==> src/rtl/instr_fetch.sv <==
// instr_fetch: PC owner, single-outstanding imem fetcher and instruction FIFO
// Ports: clk/reset (sync, active-high); redirect/redirect_pc flush and refetch;
// imem_req/imem_addr/imem_ack/imem_rdata memory handshake; instr_valid/
// instr_ready/instruction/PC datapath handshake; fetch_fault misaligned target.
// Option: define IFETCH_ALIGN_CHK_EN for a sticky fault on misaligned redirects;
// otherwise redirect_pc[1:0] is forced to zero and fetch_fault is tied low.
module instr_fetch #(
  parameter logic [31:0] RESET_PC = 32'h0000_0000,
  parameter int DEPTH = 2
) (
  input  logic        clk,
  input  logic        reset,
  input  logic        redirect,
  input  logic [31:0] redirect_pc,
  output logic        imem_req,
  output logic [31:0] imem_addr,
  input  logic        imem_ack,
  input  logic [31:0] imem_rdata,
  output logic        instr_valid,
  input  logic        instr_ready,
  output logic [31:0] instruction,
  output logic [31:0] PC,
  output logic        fetch_fault
);
  localparam int AW = $clog2(DEPTH);
  localparam int CW = AW + 1;
  localparam logic [CW-1:0] FULL = CW'(DEPTH);
  typedef enum logic [1:0] {IDLE, WAIT, DRAIN} state_t;
  state_t state_q, state_d;
  logic [31:0] fetch_pc_q, fetch_pc_d, drain_addr_q, drain_addr_d, rpc;
  logic [CW-1:0] count_q, count_d;
  logic [AW-1:0] wr_ptr_q, wr_ptr_d, rd_ptr_q, rd_ptr_d;
  logic [31:0] data_q [DEPTH];
  logic [31:0] addr_q [DEPTH];
  logic fault_q, pop, push;
`ifdef IFETCH_ALIGN_CHK_EN
  assign rpc = redirect_pc;
  always_ff @(posedge clk)
    if (reset) fault_q <= 1'b0;
    else if (redirect) fault_q <= |redirect_pc[1:0];
`else
  assign rpc = redirect_pc & ~32'h3;
  assign fault_q = 1'b0;
`endif
  assign fetch_fault = !reset && fault_q;
  assign instr_valid = !reset && count_q != '0;
  assign instruction = instr_valid ? data_q[rd_ptr_q] : 32'h0;
  assign PC = instr_valid ? addr_q[rd_ptr_q] : 32'h0;
  assign pop = instr_valid && instr_ready;
  // A pop frees a slot this cycle, so a full FIFO may issue alongside it.
  assign imem_req = !reset && (state_q != IDLE || (!fault_q && (count_q != FULL || pop)));
  // DRAIN replays the address captured before the redirect moved fetch_pc.
  assign imem_addr = state_q == DRAIN ? drain_addr_q : fetch_pc_q;
  assign push = imem_req && imem_ack && !redirect && state_q != DRAIN;
  always_comb begin
    state_d = (!imem_req || imem_ack) ? IDLE : (redirect || state_q == DRAIN) ? DRAIN : WAIT;
    fetch_pc_d = redirect ? rpc : push ? fetch_pc_q + 32'd4 : fetch_pc_q;
    drain_addr_d = state_q == DRAIN ? drain_addr_q : fetch_pc_q;
    count_d = redirect ? '0 : count_q + CW'(push) - CW'(pop);
    wr_ptr_d = redirect ? '0 : wr_ptr_q + AW'(push);
    rd_ptr_d = redirect ? '0 : rd_ptr_q + AW'(pop);
  end
  always_ff @(posedge clk) begin
    if (reset) begin
      state_q <= IDLE;
      fetch_pc_q <= RESET_PC;
      drain_addr_q <= RESET_PC;
      count_q <= '0;
      wr_ptr_q <= '0;
      rd_ptr_q <= '0;
    end else begin
      state_q <= state_d;
      fetch_pc_q <= fetch_pc_d;
      drain_addr_q <= drain_addr_d;
      count_q <= count_d;
      wr_ptr_q <= wr_ptr_d;
      rd_ptr_q <= rd_ptr_d;
    end
  end
  always_ff @(posedge clk)
    if (push) begin
      data_q[wr_ptr_q] <= imem_rdata;
      addr_q[wr_ptr_q] <= imem_addr;
    end
endmodule

==> config.mk <==
export PLATFORM = sky130hd
export DESIGN_NAME = instr_fetch
export DESIGN_NICKNAME = d
export VERILOG_FILES = /design/src/rtl/instr_fetch.sv
export SDC_FILE = /design/constraint.sdc
export NUM_CORES = 1
export LEC_CHECK = 0
export BUFFER_PORTS_ARGS = -buffer_cell sky130_fd_sc_hd__buf_2
export CORE_MARGIN = 8
export CORE_UTILIZATION = 47
export DETAILED_ROUTE_END_ITERATION = 10
export GPL_ROUTABILITY_DRIVEN = 0
export PLACE_DENSITY = 0.75
export SLEW_MARGIN = 20
export SYNTH_ARGS = -nofsm -noshare
export SYNTH_HDL_FRONTEND = slang
export SYNTH_SLANG_ARGS = --single-unit
==> constraint.sdc <==
create_clock -name clk -period 11.3 [get_ports clk]
set_clock_uncertainty 0.15 [all_clocks]
set_input_delay 1.13 -clock clk [delete_from_list [all_inputs] [get_ports clk]]
set_output_delay 1.13 -clock clk [all_outputs]
set_load 0.01 [all_outputs]
Word-level counts from Yosys, hierarchy flattened
Memory sizes are Yosys's and may differ from the RTL's. A register that Yosys moved wholly into a read port is not among the register bits. Index checks and enable logic that the tools add are counted.

Bits in registers: 70. Memory bits (writable): 128. Bits of input ports: 69. Output and inout bits: 99. Logic and storage cells: 45. Memories kept: 2.

Add/subtract/negate cells: 5. Equality and inequality tests: 3. Multiplexer cells: 10. Reduce and logical (&&, ||, !) cells: 18.

Memories: addr_q (depth 2, width 32, rd ports 1, clocked after memory_dff 1, write ports 1, line 34) `logic [31:0] addr_q [DEPTH];`; data_q (depth 2, width 32, rd ports 1, clocked after memory_dff 1, write ports 1, line 33) `logic [31:0] data_q [DEPTH];`.

Operators by type and width (count): $mux 32 (5); $add 32x3->32 const B (1); $logic_and 1x1->1 (6); $reduce_bool 2->1 (3); $logic_or 1x1->1 (4); $mux 1 (4); $ne 2x2->1 const B (2); $reduce_or 2->1 (2); $logic_not 1->1 (3); $add 1x1->1 (2); $add 2x1->2 (1); $eq 2x2->1 const B (1); $mux 2 (1); $sub 2x1->2 (1).

Depth between registers and ports, before layout
Word-level depth: 11. Depth in mapped cells: 11. Gate-level depth less buffers: 10.

Least setup slack after synthesis
OpenSTA, ideal clock, no wires.

Path kind: in2reg. From: input port redirect. To: memory addr_q[1][0], enable pin. Setup time: 0.429 ns. Arrival: 3.802 ns. Required time: 10.721 ns. Path slack: 6.919 ns. Stages: 8. Buffers on the path: 3. Path through: buf_2 -> inv_1 -> and3_1 -> clkbuf_1 -> nand2_1 -> inv_1 -> buf_2 -> ha_1.

Longest elaborated chain between the ends: 5.

Ends and longest elaborated chain: start: declaration (line 13) `input logic redirect,`; $logic_not 1->1 (line 54) `assign push = imem_req && imem_ack && !redirect && state_q != DRAIN;`; $logic_and 1x1->1 (2 in series) (line 54); $mux 1 (line 81) `if (push) begin`; $mux 1 (not written as such) (line 83) `addr_q[wr_ptr_q] <= imem_addr;`; end: declaration (line 34).

No other way between the ends.

Worst setup path in the final report
From: input port reset. To: output port instr_valid.

Longest elaborated chain between the ends: 2.

Ends and longest elaborated chain: start: declaration (line 12) `input logic reset,`; $logic_not 1->1 (line 46) `assign instr_valid = !reset && count_q != '0;`; $logic_and 1x1->1 (line 46); end: declaration (line 19) `output logic instr_valid,`.

No other way between the ends.

==> metrics.md <==
| Metric | Value |
|---|---|
| Status | complete, no violations |
| Tightest Pin Transition | about 960 ps |
| Setup crit start kind | input pin |
| CP Class | input pin to primary output |
| FF+latch area | between 5000 and 6000 sq um |
| Hold Crit Depth | 2 |
| Share of the synthesized area in the top cell type | 0.471 |
| # port buffers | about 160 |
| Crit path arrival time | ~3200 ps |
| Post-CTS sizing | 0 |
| Flop pwr share | 0.540 |
| WHS | between 300 and 400 ps |
| Area of the mapped netlist | ~8200 sq um |
| Max Clk Rate | 224 MHz |
| Setup ws final | just under 7000 ps |
| FFs w/ async S/R, synth | 0 |
| Fin. Hold Viols | 0 |
| Fin nets | between 900 and 1000 |
| Die H | 148 microns |
| Reg-to-reg critical path startpoint | count_q[0]$_SDFF_PP0_ |
| Power per cell area | ~150 nW/um^2 |
| Filler cells | roughly 1500 |
| Effective utilization at floorplan | 0.477 |
| Critical-path cell list | buf_2 -> buf_4 -> or2_2 -> buf_4 -> inv_1 -> buf_2 |
| Hpwl dp | roughly 12000 microns |
| Worst r2r dst | data_q[1][31]$_DFFE_PP_ |
| CP max FO | 72 |
| Overflow after GRT | 0 |
| Area grow syn2layout | 19.5% |
| DP Worst Slack | ~6700 ps |
| CTS tree | built |
| Post-DRT Antenna Nets | 0 |
| Clock sinks | about 200 |
| Area of the multi-input gates | between 2000 and 3000 sq um |
| DRC Markers | 0 |
| Drt via density | approximately 5.2 |
| Overall power of the completed layout | roughly 1.5 mW |
| Power share of the clock group | 0.393 |
| Share of layout cells above drive strength 1 | 0.254 |
| Peak supply drop | just over 0.1 mV |
| Vias in the first global route | around 5400 |
| Clock latency on the worst-skew pair | roughly 430 ps |
| IO Pins | around 170 |
| Fin area | around 10000 sq um |
| Hold Path Class | flip-flop to flip-flop |
| Hold Startpoint | fetch_pc_q[24]$_SDFFE_PP0P_ |
| Clock Tree Root | clkbuf_16 |
| Core ar. | 17100 sq um |
| Final min period | around 4500 ps |
| Max Cap Violations | 0 |
| Antenna cells | 0 |
| Via Count | around 5700 |
| Slowest stage cell, crit path | buf_4 |
| Pint | around 1.1 mW |
| Slowest stage delay, CP | between 500 and 600 ps |
| Hold endpoint | fetch_pc_q[24]$_SDFFE_PP0P_ |
| Synthesized instance count | approximately 700 |
| Setup-failing EPs final | 0 |
| Syn Nets | ~770 |
| Clock transition at path regs | about 70 ps |
| Die area | approximately 22000 sq um |
| Sequential share of the synthesized area | 0.638 |
| Post-CTS Hold Fix Bufs | 0 |
| Crit share post-route | 0.396 |
| Post-CTS Setup Inserts | 0 |
| Slew margin rel. | 0.362 |
| Combinational Power Share | 0.066 |
| Cell taking the most area after synthesis | edfxtp_1 |
| Chip Width | roughly 150 microns |
| Number of synthesized flops with an enable pin | 128 |
| Top_reg_cell synth | edfxtp_1 |
| Syn_area_per_cell | ~12 sq um |
| RSZ-0062 raised after global routing | false |
| CTS H-tree lvls | 4 |
| Num rows | between 40 and 50 |
| Maximum clock path buffer count | 2 |
| Drt wl/cell | 16.9 microns |
| R2R Setup Slk | approximately 8100 ps |
| Yosys Warn Count | 0 |
| Family with the most delay on the worst path | buffers and inverters |
| Switching fraction of total power | 0.228 |
| Initial DRC count | 379 |
| Worst Path Required | about 10000 ps |
| Largest net degree at the start of global routing | between 70 and 80 |
| Drt total wl | about 18000 microns |
| CP Capture Type | primary output |
| Cell count of the worst reg-to-reg path | 6 |
| Num CTS Buffers | 17 |
| Final TNS setup | 0 ps |
| Global-route wire length before repair | 29000 microns |
| Slew Viols, Final | 0 |
| DRT Pass-1 Iters | 4 |
| Synth unique cells | 56 |
| Buf/Inv on CP | 5 |
| #FFs+latches synth | roughly 200 |
| Initial antenna violation count | 0 |
| Lkg Pwr | approximately 3.8 nW |
| Tot GR Track Use | 0.168 |
| Dpl cell area | 9180 sq um |
| Synth area leaders | edfxtp_1, dfxtp_1, mux2i_1, nand2_1, nor2_1 |
| Switching power | around 0.34 mW |
placed cells by master, fill, tap and decap left out, drive strengths merged, types with 2 or more instances in the layout:
cell type and count:
a211oi 9, clkinv 7, or4b 2, nor3 10, a21oi 8, o21ai 8, o21a 2, xor2 4
a2111oi 2, a311oi 8, and4 6, inv 21, nor3b 4, nor4 9, mux2i 65, and3 6
ha 5, nor2 90, or4 6, clkbuf 19, buf 170, o31ai 5, o31a 4, and2 9
a211o 2, nor2b 33, a22oi 2, xnor2 7, dfxtp 68, nand4 13, nand3 12, a31oi 2
o21bai 3, edfxtp 128, a31o 2, nand2 93
power by group through the flow:
stage / Combinational [mW] / Clock [mW] / Sequential (mW)
2_1_floorplan: 0.0593 / 0 / 0.812
3_3_place_gp: 0.0974 / 0 / 0.815
3_5_place_dp: 0.0996 / 0 / 0.816
4_1_cts: 0.100 / 0.593 / 0.800
5_1_grt: 0.110 / 0.625 / 0.803
6_report: 0.0985 / 0.582 / 0.800
sequential cells by signal, indices dropped and copies added (netlist names):
name and flops:
fetch_pc_q 30, state_q 2, wr_ptr_q 1, drain_addr_q 32
data_q 64, addr_q 64, rd_ptr_q 1, count_q 2
layout make-up:
type	count	area share
Clock inverter	13	0.0124
Clock buffer	19	0.0464
Inverter	17	0.00654
Multi-Input combinational cell	444	0.283
Tap cell	225	0.0289
Timing Repair Buffer	170	0.0888
Sequential cell	196	0.534
synth_stat cells, types with 6 or more instances:
| library cell | n |
|---|---|
| a211oi_1 | 9 |
| inv_1 | 16 |
| nor3_1 | 10 |
| xnor2_1 | 7 |
| buf_1 | 9 |
| nand2_1 | 93 |
| nor2_1 | 90 |
| edfxtp_1 | 128 |
| a21oi_1 | 8 |
| nor4_1 | 8 |
| nor2b_1 | 33 |
| mux2i_1 | 65 |
| clkbuf_1 | 28 |
| nand3_1 | 12 |
| nand4_1 | 12 |
| a311oi_1 | 8 |
| dfxtp_1 | 68 |
| and2_1 | 8 |
| o21ai_0 | 8 |
| or4_1 | 6 |
per-layer routing:
layer / track usage / part of all wire / vias to the layer above
li1: - / - / 2808
met1: 0.222 / 0.45 / 2662
met2: 0.269 / 0.48 / 181
met3: 0.0312 / 0.058 / 16
met4: 0.0663 / 0.019 / 0
met5: 0 / 0 / -
worst max-delay path by stage:
stage | from | end | slack (ps) | cells after the start
final | reset | instr_valid | 6830 | 6
after global routing | reset | instr_valid | 6560 | 6
after CTS | reset | instr_valid | 6700 | 6
after detailed placement | reset | instr_valid | 6690 | 6
after global placement | reset | instr_valid | 6740 | 6
after floorplan | redirect | addr_q[1][0]$_DFFE_PP_ | 6920 | 8
stage by stage:
stage,std cells,util
after global routing,1084,0.570
after CTS,1084,0.570
after detailed placement,1052,0.536
after global placement,1052,0.536
final,1084,0.570
after floorplan,698,-
cell families (layout without fill, tap and decap cells):
group / after synthesis / count (layout) / share of synthesized area
flip-flops: 196 / 196 / 0.638
adder cells (fa/ha/maj): 5 / 5 / 0.00766
AND/OR/NAND/NOR: 298 / 298 / 0.177
buffers and inverters: 58 / 219 / 0.0276
multiplexers: 66 / 66 / 0.0811
AO/OA/AOI/OAI: 63 / 63 / 0.0570
XOR/XNOR: 11 / 11 / 0.0118
other: 1 / 1 / 0.000459
worst reg2reg max path, cell delays in order, from the launching register on:
cell,delay (ps)
dfxtp_1,360
nor2_1,80
a31o_2,350
clkinv_1,190
nand2_1,250
inv_1,550
ha_4,870
(Power assumes the default switching activity.)
